[config.mk]
export PLATFORM = sky130hd
export DESIGN_NAME = memory_stage
export DESIGN_NICKNAME = d
export VERILOG_FILES = /design/src/rtl/memory_stage_pkg.sv /design/src/rtl/mem_access_fsm.sv /design/src/rtl/memory_stage.sv
export SDC_FILE = /design/constraint.sdc
export NUM_CORES = 1
export LEC_CHECK = 0
export ABC_AREA = 1
export CELL_PAD_IN_SITES_DETAIL_PLACEMENT = 0
export CELL_PAD_IN_SITES_GLOBAL_PLACEMENT = 2
export CORE_ASPECT_RATIO = 1.5
export CORE_MARGIN = 5
export CORE_UTILIZATION = 21
export DETAILED_ROUTE_END_ITERATION = 7
export PLACE_DENSITY = 0.78
export REMOVE_ABC_BUFFERS = 1
export SYNTH_ARGS = -nofsm -noshare
export SYNTH_HDL_FRONTEND = slang
export SYNTH_SLANG_ARGS = --single-unit
[constraint.sdc]
create_clock -name clock -period 1.8 [get_ports clock]
set_clock_uncertainty 0.15 [all_clocks]
set_input_delay 0.18 -clock clock [delete_from_list [all_inputs] [get_ports clock]]
set_output_delay 0.18 -clock clock [all_outputs]
set_load 0.01 [all_outputs]
[src/rtl/memory_stage_pkg.sv]
// Shared pipeline types for the MEM stage: access FSM states and the MEM/WB bundle.
package memory_stage_pkg;

  localparam int DATA_W = 32;
  localparam int REG_W  = 5;

  typedef enum logic {
    IDLE   = 1'b0,
    ACCESS = 1'b1
  } mem_state_t;

  typedef struct packed {
    logic              writereg;
    logic [REG_W-1:0]  regdest;
    logic [DATA_W-1:0] wbvalue;
  } mem_wb_t;

endpackage

[src/rtl/mem_access_fsm.sv]
// Data-memory access FSM: captures a load/store, runs the req/ack handshake, raises the upstream stall.
// Optional MEM_TIMEOUT_EN abandons an access after TIMEOUT_CYCLES unacknowledged cycles and pulses o_err.
module mem_access_fsm #(
  parameter int DATA_W         = 32,
  parameter int REG_W          = 5,
  parameter int TIMEOUT_CYCLES = 16
) (
  input  logic              clock,
  input  logic              reset,
  input  logic              i_readmem,
  input  logic              i_writemem,
  input  logic [DATA_W-1:0] i_regb,
  input  logic              i_selwsource,
  input  logic [REG_W-1:0]  i_regdest,
  input  logic              i_writereg,
  input  logic [DATA_W-1:0] i_wbvalue,
  input  logic              i_mem_ack,
  output logic              o_mem_req,
  output logic              o_mem_we,
  output logic [DATA_W-1:0] o_mem_addr,
  output logic [DATA_W-1:0] o_mem_wdata,
  output logic              o_idle,
  output logic              o_start,
  output logic              o_done,
  output logic              o_stall,
  output logic [REG_W-1:0]  o_cap_regdest,
  output logic              o_cap_writereg,
  output logic              o_cap_selwsource,
  output logic              o_err
);
  import memory_stage_pkg::mem_state_t;
  import memory_stage_pkg::IDLE;
  import memory_stage_pkg::ACCESS;

  mem_state_t r_state;
  logic       w_start;
  logic       w_ack;
  logic       w_expire;
  logic       w_finish;

  assign w_start  = (r_state == IDLE) && (i_readmem || i_writemem);
  assign w_ack    = (r_state == ACCESS) && i_mem_ack;
  assign w_finish = w_ack || w_expire;

  always_ff @(posedge clock) begin
    if (reset) begin
      r_state          <= IDLE;
      o_mem_req        <= 1'b0;
      o_mem_we         <= 1'b0;
      o_mem_addr       <= '0;
      o_mem_wdata      <= '0;
      o_cap_regdest    <= '0;
      o_cap_writereg   <= 1'b0;
      o_cap_selwsource <= 1'b0;
    end else if (w_start) begin
      r_state          <= ACCESS;
      o_mem_req        <= 1'b1;
      o_mem_we         <= i_writemem;
      o_mem_addr       <= i_wbvalue;
      o_mem_wdata      <= i_regb;
      o_cap_regdest    <= i_regdest;
      // A store never writes back, even when readmem is also set.
      o_cap_writereg   <= i_writereg && !i_writemem;
      o_cap_selwsource <= i_selwsource;
    end else if (w_finish) begin
      r_state   <= IDLE;
      o_mem_req <= 1'b0;
    end
  end

  assign o_idle  = (r_state == IDLE);
  assign o_start = w_start;
  assign o_done  = w_ack;
  assign o_stall = !reset && (w_start || ((r_state == ACCESS) && !w_finish));

`ifdef MEM_TIMEOUT_EN
  localparam int CNT_W = $clog2(TIMEOUT_CYCLES + 1);

  logic [CNT_W-1:0] r_timeout_cnt;
  logic             r_err;

  // Expiry fires on the TIMEOUT_CYCLES-th unacknowledged ACCESS cycle; an ack that cycle wins.
  assign w_expire = (r_state == ACCESS) && !i_mem_ack &&
                    (r_timeout_cnt == CNT_W'(TIMEOUT_CYCLES - 1));

  always_ff @(posedge clock) begin
    if (reset) begin
      r_timeout_cnt <= '0;
      r_err         <= 1'b0;
    end else begin
      r_err <= w_expire;
      if (w_start) begin
        r_timeout_cnt <= '0;
      end else if ((r_state == ACCESS) && !i_mem_ack && !w_expire) begin
        r_timeout_cnt <= r_timeout_cnt + 1'b1;
      end
    end
  end

  assign o_err = r_err;
`else
  assign w_expire = 1'b0;
  assign o_err    = 1'b0;
`endif

endmodule

[src/rtl/memory_stage.sv]
// Pipeline MEM stage: pass-through of ALU results or load/store via mem_access_fsm, writeback muxing here.
// Define MEM_TIMEOUT_EN to enable the access timeout and mem_err pulse.
module memory_stage #(
  parameter int DATA_W         = memory_stage_pkg::DATA_W,
  parameter int REG_W          = memory_stage_pkg::REG_W,
  parameter int TIMEOUT_CYCLES = 16
) (
  input  logic              clock,
  input  logic              reset,
  input  logic              ex_mem_readmem,
  input  logic              ex_mem_writemem,
  input  logic [DATA_W-1:0] ex_mem_regb,
  input  logic              ex_mem_selwsource,
  input  logic [REG_W-1:0]  ex_mem_regdest,
  input  logic              ex_mem_writereg,
  input  logic [DATA_W-1:0] ex_mem_wbvalue,
  output logic              mem_req,
  output logic              mem_we,
  output logic [DATA_W-1:0] mem_addr,
  output logic [DATA_W-1:0] mem_wdata,
  input  logic [DATA_W-1:0] mem_rdata,
  input  logic              mem_ack,
  output logic              mem_if_stall,
  output logic              mem_wb_writereg,
  output logic [REG_W-1:0]  mem_wb_regdest,
  output logic [DATA_W-1:0] mem_wb_wbvalue,
  output logic              mem_err
);
  import memory_stage_pkg::mem_wb_t;

  logic             w_idle;
  logic             w_start;
  logic             w_done;
  logic [REG_W-1:0] w_cap_regdest;
  logic             w_cap_writereg;
  logic             w_cap_selwsource;
  mem_wb_t          r_mem_wb;

  mem_access_fsm #(
    .DATA_W         (DATA_W),
    .REG_W          (REG_W),
    .TIMEOUT_CYCLES (TIMEOUT_CYCLES)
  ) u_access_fsm (
    .clock            (clock),
    .reset            (reset),
    .i_readmem        (ex_mem_readmem),
    .i_writemem       (ex_mem_writemem),
    .i_regb           (ex_mem_regb),
    .i_selwsource     (ex_mem_selwsource),
    .i_regdest        (ex_mem_regdest),
    .i_writereg       (ex_mem_writereg),
    .i_wbvalue        (ex_mem_wbvalue),
    .i_mem_ack        (mem_ack),
    .o_mem_req        (mem_req),
    .o_mem_we         (mem_we),
    .o_mem_addr       (mem_addr),
    .o_mem_wdata      (mem_wdata),
    .o_idle           (w_idle),
    .o_start          (w_start),
    .o_done           (w_done),
    .o_stall          (mem_if_stall),
    .o_cap_regdest    (w_cap_regdest),
    .o_cap_writereg   (w_cap_writereg),
    .o_cap_selwsource (w_cap_selwsource),
    .o_err            (mem_err)
  );

  // Non-memory ops flow straight through; every other cycle issues a bubble unless an access completes.
  always_ff @(posedge clock) begin
    if (reset) begin
      r_mem_wb <= '0;
    end else if (w_done) begin
      r_mem_wb.writereg <= w_cap_writereg;
      r_mem_wb.regdest  <= w_cap_regdest;
      r_mem_wb.wbvalue  <= w_cap_selwsource ? mem_rdata : mem_addr;
    end else if (w_idle && !w_start) begin
      r_mem_wb.writereg <= ex_mem_writereg;
      r_mem_wb.regdest  <= ex_mem_regdest;
      r_mem_wb.wbvalue  <= ex_mem_wbvalue;
    end else begin
      r_mem_wb.writereg <= 1'b0;
    end
  end

  assign mem_wb_writereg = r_mem_wb.writereg;
  assign mem_wb_regdest  = r_mem_wb.regdest;
  assign mem_wb_wbvalue  = r_mem_wb.wbvalue;

endmodule

== Word level (Yosys, flattened, before mapping) ==
Cells that the tools add are included.
Storage, ports and cells
  register bits: 111
  bits of input ports: 108
  output and inout bits: 106
  word-level logic and storage cells: 31
Cells by class
  mux-type cells: 6
  bitwise gates (word level): 1
  reduce and logical (&&, ||, !) cells: 14
Operators with widths (number)
  two-way mux 38 bit: 1
  two-way mux 37 bit: 1
  two-way mux 32 bit: 1
  logical AND 1 bit: 6
  logical NOT 1 bit: 4
  nonzero test 2 bit: 2
  two-way mux 1 bit: 3
  logical OR 1 bit: 2
  NOT 1 bit: 1

== Logic depth before layout (Yosys ltp) ==
Gate-level depths: netlist of the first run.
  word-level depth: 6
  mapped depth: 9
  depth with buffers taken out: 7

== Cells and area by module ==
A second synthesis of the first run with hierarchy kept.
Second synthesis, totals
  cells, all modules: 903
  area total of the unflattened synthesis: 5773.0 um2
By module, submodules not included
  mem_access_fsm: times used 1, cells each 475, area each 3144.3 um2, seq. area each 1461.4 um2
  memory_stage: times used 1, cells each 428, area each 2628.8 um2, seq. area each 760.7 um2

== Least setup slack after synthesis of the first run ==
Ideal clock, no wire load.
  path type: flip-flop to flip-flop
  from: reg u_access_fsm.o_mem_req (netlist name)
  to: reg r_mem_wb, in the netlist mem_wb_regdest[0]
  setup time: 58 ps
  data arrival time: 1125 ps
  slack: 467 ps
  cell stages (with the launch flop): 9
  clock period less this slack: 1333 ps
  cell sequence: dfxtp_1 -> inv_1 -> nand2_2 -> nand2_1 -> nor2_2 -> buf_4 -> buf_6 -> nand2_1 -> nand2_1
RTL lines
  end: declaration: RTL line memory_stage.sv:37  | mem_wb_t r_mem_wb;

==> flow_metrics.py, run 1 <==
metrics = {
    "critical_path": {
        "crit_path_max_fanout": 5,
        "path_cells": "inv_1 > nand2_2 > nand2_1 > nor2_4 > buf_4",
        "cp_data_required_time_ns": 1.47,
        "cpPeakStageDelay_ns": 0.37,
        "startpoint_type": "register",
        "reg2reg_to": "mem_wb_wbvalue[19]$_SDFFE_PP0P_",
        "r2r_slack_ns": 0.27,
        "arrival_ns": 1.38,
        "cp-end-kind": "primary output",
        "cp_slowest_cell": "dfxtp_2",
        "reg2reg_depth": 8,
        "critPathTopFamily": "simple AND/OR/NAND/NOR gates",
        "path_buf_inv": 2,
        "critPathKind": "register to primary output",
        "r2r_start": "u_access_fsm.o_mem_req$_SDFFE_PP0P_",
    },
    "clock_tree": {
        "cts_max_path_buffers": 2,
        "cts_tree": "yes",
        "cts.sinks": 111,
        "clkSlewWorstSetupHoldPaths_ns": 0.08,
        "clk_latency_ns": 0.35,
        "h-tree-depth": 3,
        "root_buffer": "clkbuf_16",
        "holdBufCountCts": 0,
        "cts_buffers": 9,
    },
    "synthesis": {
        "yosysTopAreaCell": "dfxtp_1",
        "syn_inst": 708,
        "synth_cell_type_count": 19,
        "synth_seq_cells": 111,
        "syn_area_per_cell_um2": 6.56,
        "synth_commonest_cells": "nand2_1 (324), nor2_1 (141), dfxtp_1 (111), o21ai_0 (70), buf_2 (20)",
        "yosysMostFrequentCell": "nand2_1",
        "syn_area_um2": 4650,
        "synth.area.top_cells": "dfxtp_1 (48%), nand2_1 (26%), nor2_1 (11%)",
        "synth.yosys.warnings": 0,
        "ys_async_sr_fraction_pct": 0,
        "synth_flop_cell": "dfxtp_1",
        "synth_top_area_share_pct": 47.8,
        "ys_seq_area_share_pct": 47.8,
        "synth_edf_count": 0,
    },
    "layout": {
        "drive_gt1_share_pct": 5.15,
        "fillers": 2364,
        "syn2layout_area_growth_pct": 61.7,
        "nets": 1015,
        "fin_area_um2": 7510,
        "multi_input_area_um2": 2180,
        "final_util_pct": 34.6,
        "seqCellArea_um2": 2220,
        "n_antenna_cell": 0,
    },
    "die": {
        "die_x_um": 131,
        "initial_utilization_pct": 21.4,
        "core_um2": 21700,
        "die_area_um2": 25300,
        "die_height_um": 192,
        "ioPinCount": 214,
        "rows": 66,
    },
    "detailed_routing": {
        "vias_per_cell": 4.13,
        "route.detailed.drc": 0,
        "drt_iter0_drc": 128,
        "avgRoutedWirePerCell_um": 15.5,
        "ant_nets": 0,
        "wl_mm": 18.4,
        "drtPass1Iterations": 4,
        "num_vias": 4890,
    },
    "sta": {
        "fin_crit_sh_pct": 95.0,
        "slew_viol_final": 0,
        "fmax_mhz": 585,
        "worst_slack_ns": 0.0906,
        "setup_viol": 0,
        "rsz0062_at_grt": "false",
        "min_period_ns": 1.71,
        "hold_ws_ns": 0.292,
        "hold_viol": 0,
    },
    "power_and_ir_drop": {
        "power_frac_seq_pct": 42.3,
        "peakVddDrop_uv": 393,
        "p_int_mw": 4.71,
        "combPwrFrac_pct": 23.5,
        "powerDensity_nw_per_um2": 879,
        "power_mw": 6.60,
        "power_frac_clock_pct": 34.2,
        "power.switching_mw": 1.89,
        "swShare_pct": 28.6,
        "power_leakage_nw": 3.36,
    },
    "worst_hold_path": {
        "hold_path_class": "primary input to register",
        "hold_start": "ex_mem_regb[28]",
        "whs_path_depth": 3,
        "holdPathEnd": "u_access_fsm.o_mem_wdata[28]$_SDFFE_PP0P_",
    },
    "global_route": {
        "grtUsageTotal_pct": 14.4,
        "grt_max_degree": 55,
        "antenna_found_initial": 0,
        "grt_pass1_wl_mm": 28.3,
        "grt_pass1_vias": 4957,
        "overflow": 0,
    },
    "run": {
        "maxCapViolCount": 0,
    },
    "placement": {
        "dpl.hpwl_mm": 13.0,
        "pre_cts_ws_ns": 0.0261,
        "placed_area_um2": 7180,
        "numPortBuffers": 212,
        "place_congestion": 0.768,
    },
    "outcome": {
        "status": "completed",
    },
}
layout make-up:
class / count / share of cell area, %
clock inverter: 7 / 1.37
sequential: 111 / 29.6
clock buffer: 9 / 3.00
multi-input combinational: 546 / 29.1
inverter: 6 / 0.300
tap: 272 / 4.53
timing repair buffer: 233 / 32.1
metal layers:
layer	track usage, %	vias up	part of all wire, %
li1	-	2568	-
met1	15.8	2173	40
met2	26.5	137	53
met3	4.77	12	6.2
met4	3.84	0	1.1
met5	0	-	0
flip-flops by register name, indices dropped and copies added (netlist names), 5 cells and up:
name / flops
mem_wb_regdest: 5
u_access_fsm.o_mem_addr: 32
mem_wb_wbvalue: 32
u_access_fsm.o_mem_wdata: 32
u_access_fsm.o_cap_regdest: 5
per-stage QoR:
step	setup TNS [ns]	std cells
finish	0	1184
global route	0	1184
CTS	0	1184
detailed placement	0	1167
global placement	0	1167
floorplan	-72.78	663
layout by cell type (no fill, tap or decap), drive strengths merged, types with 2 or more instances in the layout:
cell type / instances
buf: 22
bufinv: 2
dfxtp: 111
o21ai: 71
clkinv: 2
nand2: 325
clkbuf: 9
clkdlybuf4s50: 211
nor2: 143
inv: 9
a21oi: 4
logic make-up after synthesis:
kind of cell | after synthesis | synth area share (%)
other cells | 1 | 0.0807
flops | 111 | 47.8
simple gates | 470 | 38.2
buf+inv | 51 | 5.47
compound gates | 75 | 8.40
repair_timing:
item | in CTS | in global routing
setup buffers | 1 | 0
resized for setup | 1 | 0
setup endpoints to repair | 1 | 1
pin swaps | 1 | 1
worst max-delay path by stage:
stage	start	end	depth (start not counted)
floorplan	ex_mem_writemem	u_access_fsm.o_cap_regdest[0]$_SDFFE_PP0P_	4
global placement	ex_mem_writemem	mem_wb_wbvalue[22]$_SDFFE_PP0P_	8
detailed placement	ex_mem_writemem	mem_wb_wbvalue[25]$_SDFFE_PP0P_	8
CTS	u_access_fsm.o_mem_req$_SDFFE_PP0P_	mem_if_stall	5
global route	u_access_fsm.o_mem_req$_SDFFE_PP0P_	mem_if_stall	5
finish	u_access_fsm.o_mem_req$_SDFFE_PP0P_	mem_if_stall	5
tightest hold or removal path: stages:
cell and delay [ns]:
clkdlybuf4s50_1 0.39, o21ai_0 0.15, nor2_1 0.04
power by group through the flow:
stage               sequential, mW  clock, mW  combinational (mW)
finish                        2.79       2.26                1.55
global route                  2.82       2.47                1.72
CTS                           2.80       2.38                1.59
detailed placement            2.85          0                1.58
global placement              2.85          0                1.59
floorplan                     2.94          0               0.490
Power figures use the tool's default switching activity.
==> run 2: changes to the inputs <==
--- a/config.mk
+++ b/config.mk
@@ -8,7 +8,7 @@
 export ABC_AREA = 1
 export CELL_PAD_IN_SITES_DETAIL_PLACEMENT = 0
 export CELL_PAD_IN_SITES_GLOBAL_PLACEMENT = 2
-export CORE_ASPECT_RATIO = 1.5
+export CORE_ASPECT_RATIO = 0.7
 export CORE_MARGIN = 5
 export CORE_UTILIZATION = 21
 export DETAILED_ROUTE_END_ITERATION = 7
==> flow_metrics.py, run 2 (synthesis results as in run 1) <==
metrics = {
    "critical_path": {
        "cp-end-kind": "primary output",
        "cp-startpoint": "u_access_fsm.o_mem_addr[0]$_SDFFE_PP0P_",
        "cp_slowest_cell": "clkdlybuf4s50_1",
        "startpoint_type": "register",
        "path_cells": "clkdlybuf4s50_1",
        "worstSetupEndpoint": "mem_addr[0]",
        "reg2reg_to": "mem_wb_wbvalue[20]$_SDFFE_PP0P_",
        "critPathTopFamily": "buffers and inverters",
        "r2r_slack_ns": 0.19,
        "cpPeakStageDelay_ns": 0.58,
        "arrival_ns": 1.34,
        "path_buf_inv": 1,
        "crit_path_max_fanout": 3,
        "crit_cells": 1,
        "r2r_start": "u_access_fsm.o_mem_req$_SDFFE_PP0P_",
        "critPathKind": "register to primary output",
        "reg2reg_depth": 8,
        "cp_data_required_time_ns": 1.47,
    },
    "sta": {
        "setup_tns_ns": 0,
        "rsz0062_at_grt": "false",
        "min_period_ns": 1.67,
        "hold_viol": 0,
        "fmax_mhz": 599,
        "fin_crit_sh_pct": 92.8,
        "setup_viol": 0,
        "slew_viol_final": 0,
    },
    "detailed_routing": {
        "wl_mm": 18.3,
        "ant_nets": 0,
        "drt_iter0_drc": 217,
        "num_vias": 4865,
        "drtPass1Iterations": 4,
        "route.detailed.drc": 0,
        "avgRoutedWirePerCell_um": 15.3,
        "vias_per_cell": 4.06,
    },
    "placement": {
        "dpl.hpwl_mm": 13.0,
        "place_congestion": 0.720,
        "numPortBuffers": 212,
    },
    "die": {
        "die_height_um": 134,
        "ioPinCount": 214,
        "rows": 45,
        "core_um2": 21700,
        "die_area_um2": 25200,
        "initial_utilization_pct": 21.4,
        "die_x_um": 188,
    },
    "clock_tree": {
        "cts_max_path_buffers": 2,
        "cts_buffers": 9,
        "cts.sinks": 111,
        "cts_tree": "yes",
        "holdBufCountCts": 0,
        "clk_latency_ns": 0.36,
        "root_buffer": "clkbuf_16",
        "clkSlewWorstSetupHoldPaths_ns": 0.09,
        "postCtsSetupRepairBufs": 0,
        "h-tree-depth": 3,
    },
    "global_route": {
        "met3_usage_pct": 5.15,
        "antenna_found_initial": 1,
        "top_usage_layer": "met1",
        "grt_pass1_wl_mm": 28.5,
        "grt_pass1_vias": 4743,
        "overflow": 0,
        "grtUsageTotal_pct": 14.3,
        "use_met1_pct": 21.2,
        "grt_util_met2_pct": 19.8,
        "grt_max_degree": 46,
    },
    "layout": {
        "layout_common_cells": "nand2_1 (323), clkdlybuf4s50_1 (211), nor2_1 (141)",
        "fillers": 2369,
        "nets": 1020,
        "syn2layout_area_growth_pct": 62.1,
        "final_util_pct": 34.6,
        "layout_commonest_cell": "nand2_1",
        "drive_gt1_share_pct": 5.78,
        "n_antenna_cell": 0,
    },
    "worst_hold_path": {
        "hold_path_class": "primary input to register",
    },
    "power_and_ir_drop": {
        "peakVddDrop_uv": 401,
        "powerDensity_nw_per_um2": 855,
        "power_leakage_nw": 3.36,
        "power_mw": 6.44,
    },
    "run": {
        "maxCapViolCount": 0,
    },
    "outcome": {
        "status": "completed",
    },
}
run 2: cell types whose count changed in the layout (fill, tap and decap cells not counted):
cell / delta
buf_2: +1
clkinv_4: +2
inv_6: -1
dfxtp_2: +1
dfxtp_1: -1
buf_6: +1
bufinv_16: -2
buf_12: -1
buf_4: +4
clkinv_2: -1
clkinv_8: +2
run 2: what timing repair did:
action,in CTS,in global routing
resized for setup,4,2
pin swaps,1,1
endpoints found under the setup margin,2,38
run 2: through the flow:
stage | std cells | setup WS [ns] | hold WS, ns | area, µm²
after floorplan | 663 | -0.713 | 0.0991 | 4410
after global placement | 1183 | -0.248 | 0.290 | 7230
after detailed placement | 1183 | -0.243 | 0.290 | 7230
after CTS | 1199 | 0.0122 | 0.256 | 7530
after global routing | 1199 | 0.0461 | 0.287 | 7530
final | 1199 | 0.130 | 0.281 | 7530
run 2: worst min-delay path by stage:
stage	from	slack (ns)	depth (start not counted)	end
finish	ex_mem_regb[14]	0.28	3	u_access_fsm.o_mem_wdata[14]$_SDFFE_PP0P_
detailed placement	mem_wb_wbvalue[11]$_SDFFE_PP0P_	0.29	2	mem_wb_wbvalue[11]$_SDFFE_PP0P_
CTS	ex_mem_regb[3]	0.26	3	u_access_fsm.o_mem_wdata[3]$_SDFFE_PP0P_
floorplan	reset	0.1	1	mem_wb_writereg$_SDFF_PP0_
global placement	mem_wb_wbvalue[0]$_SDFFE_PP0P_	0.29	2	mem_wb_wbvalue[0]$_SDFFE_PP0P_
global route	ex_mem_regb[13]	0.29	3	u_access_fsm.o_mem_wdata[13]$_SDFFE_PP0P_
run 2: per-layer routing:
layer	share of wire (%)	vias up	wire [µm]
met4	0.77	2	142
met2	39	144	7110
met3	7.2	13	1310
met1	53	2128	9750
met5	0.071	-	13
li1	-	2578	-
run 2: cell type report:
type	instances	area (µm²)	share of cell area, %
clock buffers	9	225	2.99
clock inverters	7	78.8	1.05
inverters	6	22.5	0.299
multi-input cells	546	2180	29.0
flip-flops and latches	111	2220	29.5
well taps	282	353	4.69
repair buffers	238	2440	32.4
run 2: power by group:
| group | total (mW) | leakage, nW | switching [mW] | internal (mW) |
|---|---|---|---|---|
| clock | 2.07 | 0.148 | 1.08 | 0.990 |
| combinational | 1.57 | 2.30 | 0.759 | 0.809 |
| sequential | 2.80 | 0.919 | 0.130 | 2.67 |
==> run 3: changes to the inputs <==
--- a/config.mk
+++ b/config.mk
@@ -11,9 +11,11 @@
 export CORE_ASPECT_RATIO = 0.7
 export CORE_MARGIN = 5
 export CORE_UTILIZATION = 21
+export CTS_CLUSTER_SIZE = 25
 export DETAILED_ROUTE_END_ITERATION = 7
 export PLACE_DENSITY = 0.78
 export REMOVE_ABC_BUFFERS = 1
+export SKIP_LAST_GASP = 1
 export SYNTH_ARGS = -nofsm -noshare
 export SYNTH_HDL_FRONTEND = slang
 export SYNTH_SLANG_ARGS = --single-unit
==> results of run 3 <==
Final layout, timing and power as in run 2 (identical DEF).
==> RTL edit, RTL diff (flow settings as in run 1) <==
Build with the macro `MEM_TIMEOUT_EN` defined.
--- a/src/rtl/mem_access_fsm.sv
+++ b/src/rtl/mem_access_fsm.sv
@@ -1,5 +1,7 @@
 // Data-memory access FSM: captures a load/store, runs the req/ack handshake, raises the upstream stall.
 // Optional MEM_TIMEOUT_EN abandons an access after TIMEOUT_CYCLES unacknowledged cycles and pulses o_err.
+`define MEM_TIMEOUT_EN
+
 module mem_access_fsm #(
   parameter int DATA_W         = 32,
   parameter int REG_W          = 5,
Formal check against the unedited RTL: same outputs for any inputs over 10 cycles, from zero or initial values and one cycle with reset high; that may be too few to reach the edited logic, so the function may still have changed.
==> RTL edit against run 1 <==
The run now ends with setup timing left; first-iteration DRC count grew 73%; power grew 25%; synthesized cell count grew 9.9%; combinational power grew 15%; cell area grew 12%; sequential cell count grew 6; via count grew 9.7%; die area grew 8.6%; synthesized area grew 9.2%; global-route usage grew 0.32 points; clock power grew 54%; setup slack lost 220 ps; routed wire length grew 7.9%; critical path type unchanged; largest cell class unchanged.
==> RTL edit: results (changes against run 1) <==
[worst_setup_path]
endpoint=mem_if_stall  ; unchanged
worstPathMaxFanout=2  ; was 5
r2r-end=u_access_fsm.r_timeout_cnt[4]$_SDFFE_PP0P_  ; was mem_wb_wbvalue[19]$_SDFFE_PP0P_
worstPathArrival_ps=1590  ; was 1380 ps
r2r_slack_ps=110  ; was 270 ps
cp-end-kind=output pin  ; unchanged
crit_start=u_access_fsm.r_timeout_cnt[0]$_SDFFE_PP0P_  ; was u_access_fsm.o_mem_req$_SDFFE_PP0P_
r2r_cells=9  ; was 8

[global_route]
grt_max_degree=52  ; was 55
antenna_found_initial=2  ; was 0
track_usage=0.147  ; was 0.144
grt_overflow=0  ; unchanged
grt_pass1_wl_mm=31.0  ; was 28.3 mm

[yosys]
synth.top_cells.by_area=dfxtp_1 46%, nand2_1 21%, nor2_1 11%  ; was dfxtp_1 48%, nand2_1 26%, nor2_1 11%
synth_ff_type=dfxtp_1  ; unchanged
yosysWarnings=0  ; unchanged
synthArstFlopShare=0  ; unchanged
avgSynthCellArea_um2=6.52  ; was 6.56 um2
ys_types=20  ; was 19
synthTopCellsByCount=278 x nand2_1, 150 x nor2_1, 117 x dfxtp_1  ; was 324 x nand2_1, 141 x nor2_1, 111 x dfxtp_1
seq_area_frac_synth=0.462  ; was 0.478

[clock_network]
clk_path_buf_depth=2  ; unchanged
worst_skew_pair.late_latency_ps=410  ; was 350 ps
cts.clk_slew.worst_paths_ps=60  ; was 80 ps
htreeDepth=4  ; was 3
root_buffer=clkbuf_16  ; unchanged
postCtsSetupBuffers=0  ; was 1
cts_resized=12  ; was 1
numCtsBuffers=17  ; was 9

[placed_design]
place_hpwl_mm=14.1  ; was 13.0 mm
globalplace.congestion=0.727  ; was 0.768
io_buffer_count=213  ; was 212
place_area_um2=7810  ; was 7180 um2

[final_layout]
nNetsFinal=1109  ; was 1015
layout-drive-gt1-share=0.0870  ; was 0.0515

[power_and_ir_drop]
netSwitchingPower_mw=2.28  ; was 1.89 mW
ir_drop_mv=0.626  ; was 0.393 mV
p_comb_mw=1.79  ; was 1.55 mW
seqPwrFrac=0.360  ; was 0.423
power.leakage_nw=3.65  ; was 3.36 nW

[timing]
drv_slew=0  ; unchanged
worst_pin_slew_ps=292
setup_viol=1  ; was 0
post-route-worst-setup-slack_ps=-124  ; was 90.6 ps

[drt]
totalWireLength_mm=19.8  ; was 18.4 mm
via_per_inst=4.03  ; was 4.13
drt_iter0_markers=222  ; was 128
vias=5366  ; was 4890
first_pass_iters=6  ; was 4

[worst_hold_path]
hold_class=primary input to register  ; unchanged

[status]
violations=setup timing
status=finished with violations  ; was finished, final reports clean

## RTL edit: changes by cell type in the layout (fill, tap and decap cells not counted), moves of 4 or more
cell,before,now
clkbuf_16,9,17
nand3_1,1,35
dfxtp_1,110,114
buf_4,11,25
clkinvlp_4,0,6
o21ai_0,70,51
inv_1,4,45
nand2_1,323,276
nor2_1,141,150
clkinv_2,1,6
a21oi_1,3,39
## RTL edit: cell type report
| cell class | count | area (um2) |
|---|---|---|
| Inverter | 50 | 189 |
| Clock inverter | 14 | 160 |
| Fill cell | 2575 | 15300 |
| Multi-Input combinational cell | 563 | 2350 |
| Timing Repair Buffer | 250 | 2560 |
| Clock buffer | 18 | 439 |
| Antenna cell | 1 | 2.50 |
| Tap cell | 319 | 399 |
| Sequential cell | 117 | 2350 |
## RTL edit: worst min-delay path by stage
stage                                               start                                    endpoint  slack, ps  cells past startpoint
3_5_place_dp   u_access_fsm.o_cap_regdest[0]$_SDFFE_PP0P_  u_access_fsm.o_cap_regdest[0]$_SDFFE_PP0P_        290                      2
2_1_floorplan                                       reset         u_access_fsm.o_mem_req$_SDFFE_PP0P_        100                      1
3_3_place_gp   u_access_fsm.o_cap_regdest[1]$_SDFFE_PP0P_  u_access_fsm.o_cap_regdest[1]$_SDFFE_PP0P_        290                      2
5_1_grt                                ex_mem_wbvalue[20]    u_access_fsm.o_mem_addr[20]$_SDFFE_PP0P_        210                      3
4_1_cts                                ex_mem_wbvalue[26]    u_access_fsm.o_mem_addr[26]$_SDFFE_PP0P_        180                      3
6_report                               ex_mem_wbvalue[14]    u_access_fsm.o_mem_addr[14]$_SDFFE_PP0P_        210                      3
## RTL edit: worst max-delay path: stages, from the launching register on
cell	delay, ps
dfxtp_2	340
ha_4	160
inv_2	50
nor3_2	30
ha_2	180
nor2_1	80
nand2_1	90
a21oi_2	120
buf_2	140
## RTL edit: kinds of logic (layout without fill, tap and decap cells)
logic type | count (synthesis) | after routing | share of synthesized area
compound gates | 94 | 94 | 0.0940
buf+inv | 98 | 332 | 0.0831
simple gates | 466 | 466 | 0.355
fa+ha+maj | 2 | 2 | 0.00493
flops | 117 | 117 | 0.462
other cells | 0 | 1 | 0
xor+xnor | 1 | 1 | 0.00173
## RTL edit: through the flow
stage / setup slack, ps / power, mW / TNS [ps]
3_5_place_dp: -209 / 4.85 / -11290
6_report: -124 / 8.22 / -124
3_3_place_gp: -194 / 4.85 / -9770
5_1_grt: -248 / 8.70 / -248
2_1_floorplan: -875 / 3.70 / -71400
4_1_cts: -169 / 8.41 / -169
## RTL edit: metal layers
metal / track usage / part of all wire / vias up
met1: 0.163 / 0.39 / 2352
met5: 0 / 0.00066 / -
met2: 0.256 / 0.51 / 149
met4: 0.0599 / 0.024 / 2
met3: 0.0469 / 0.070 / 25
li1: - / - / 2838
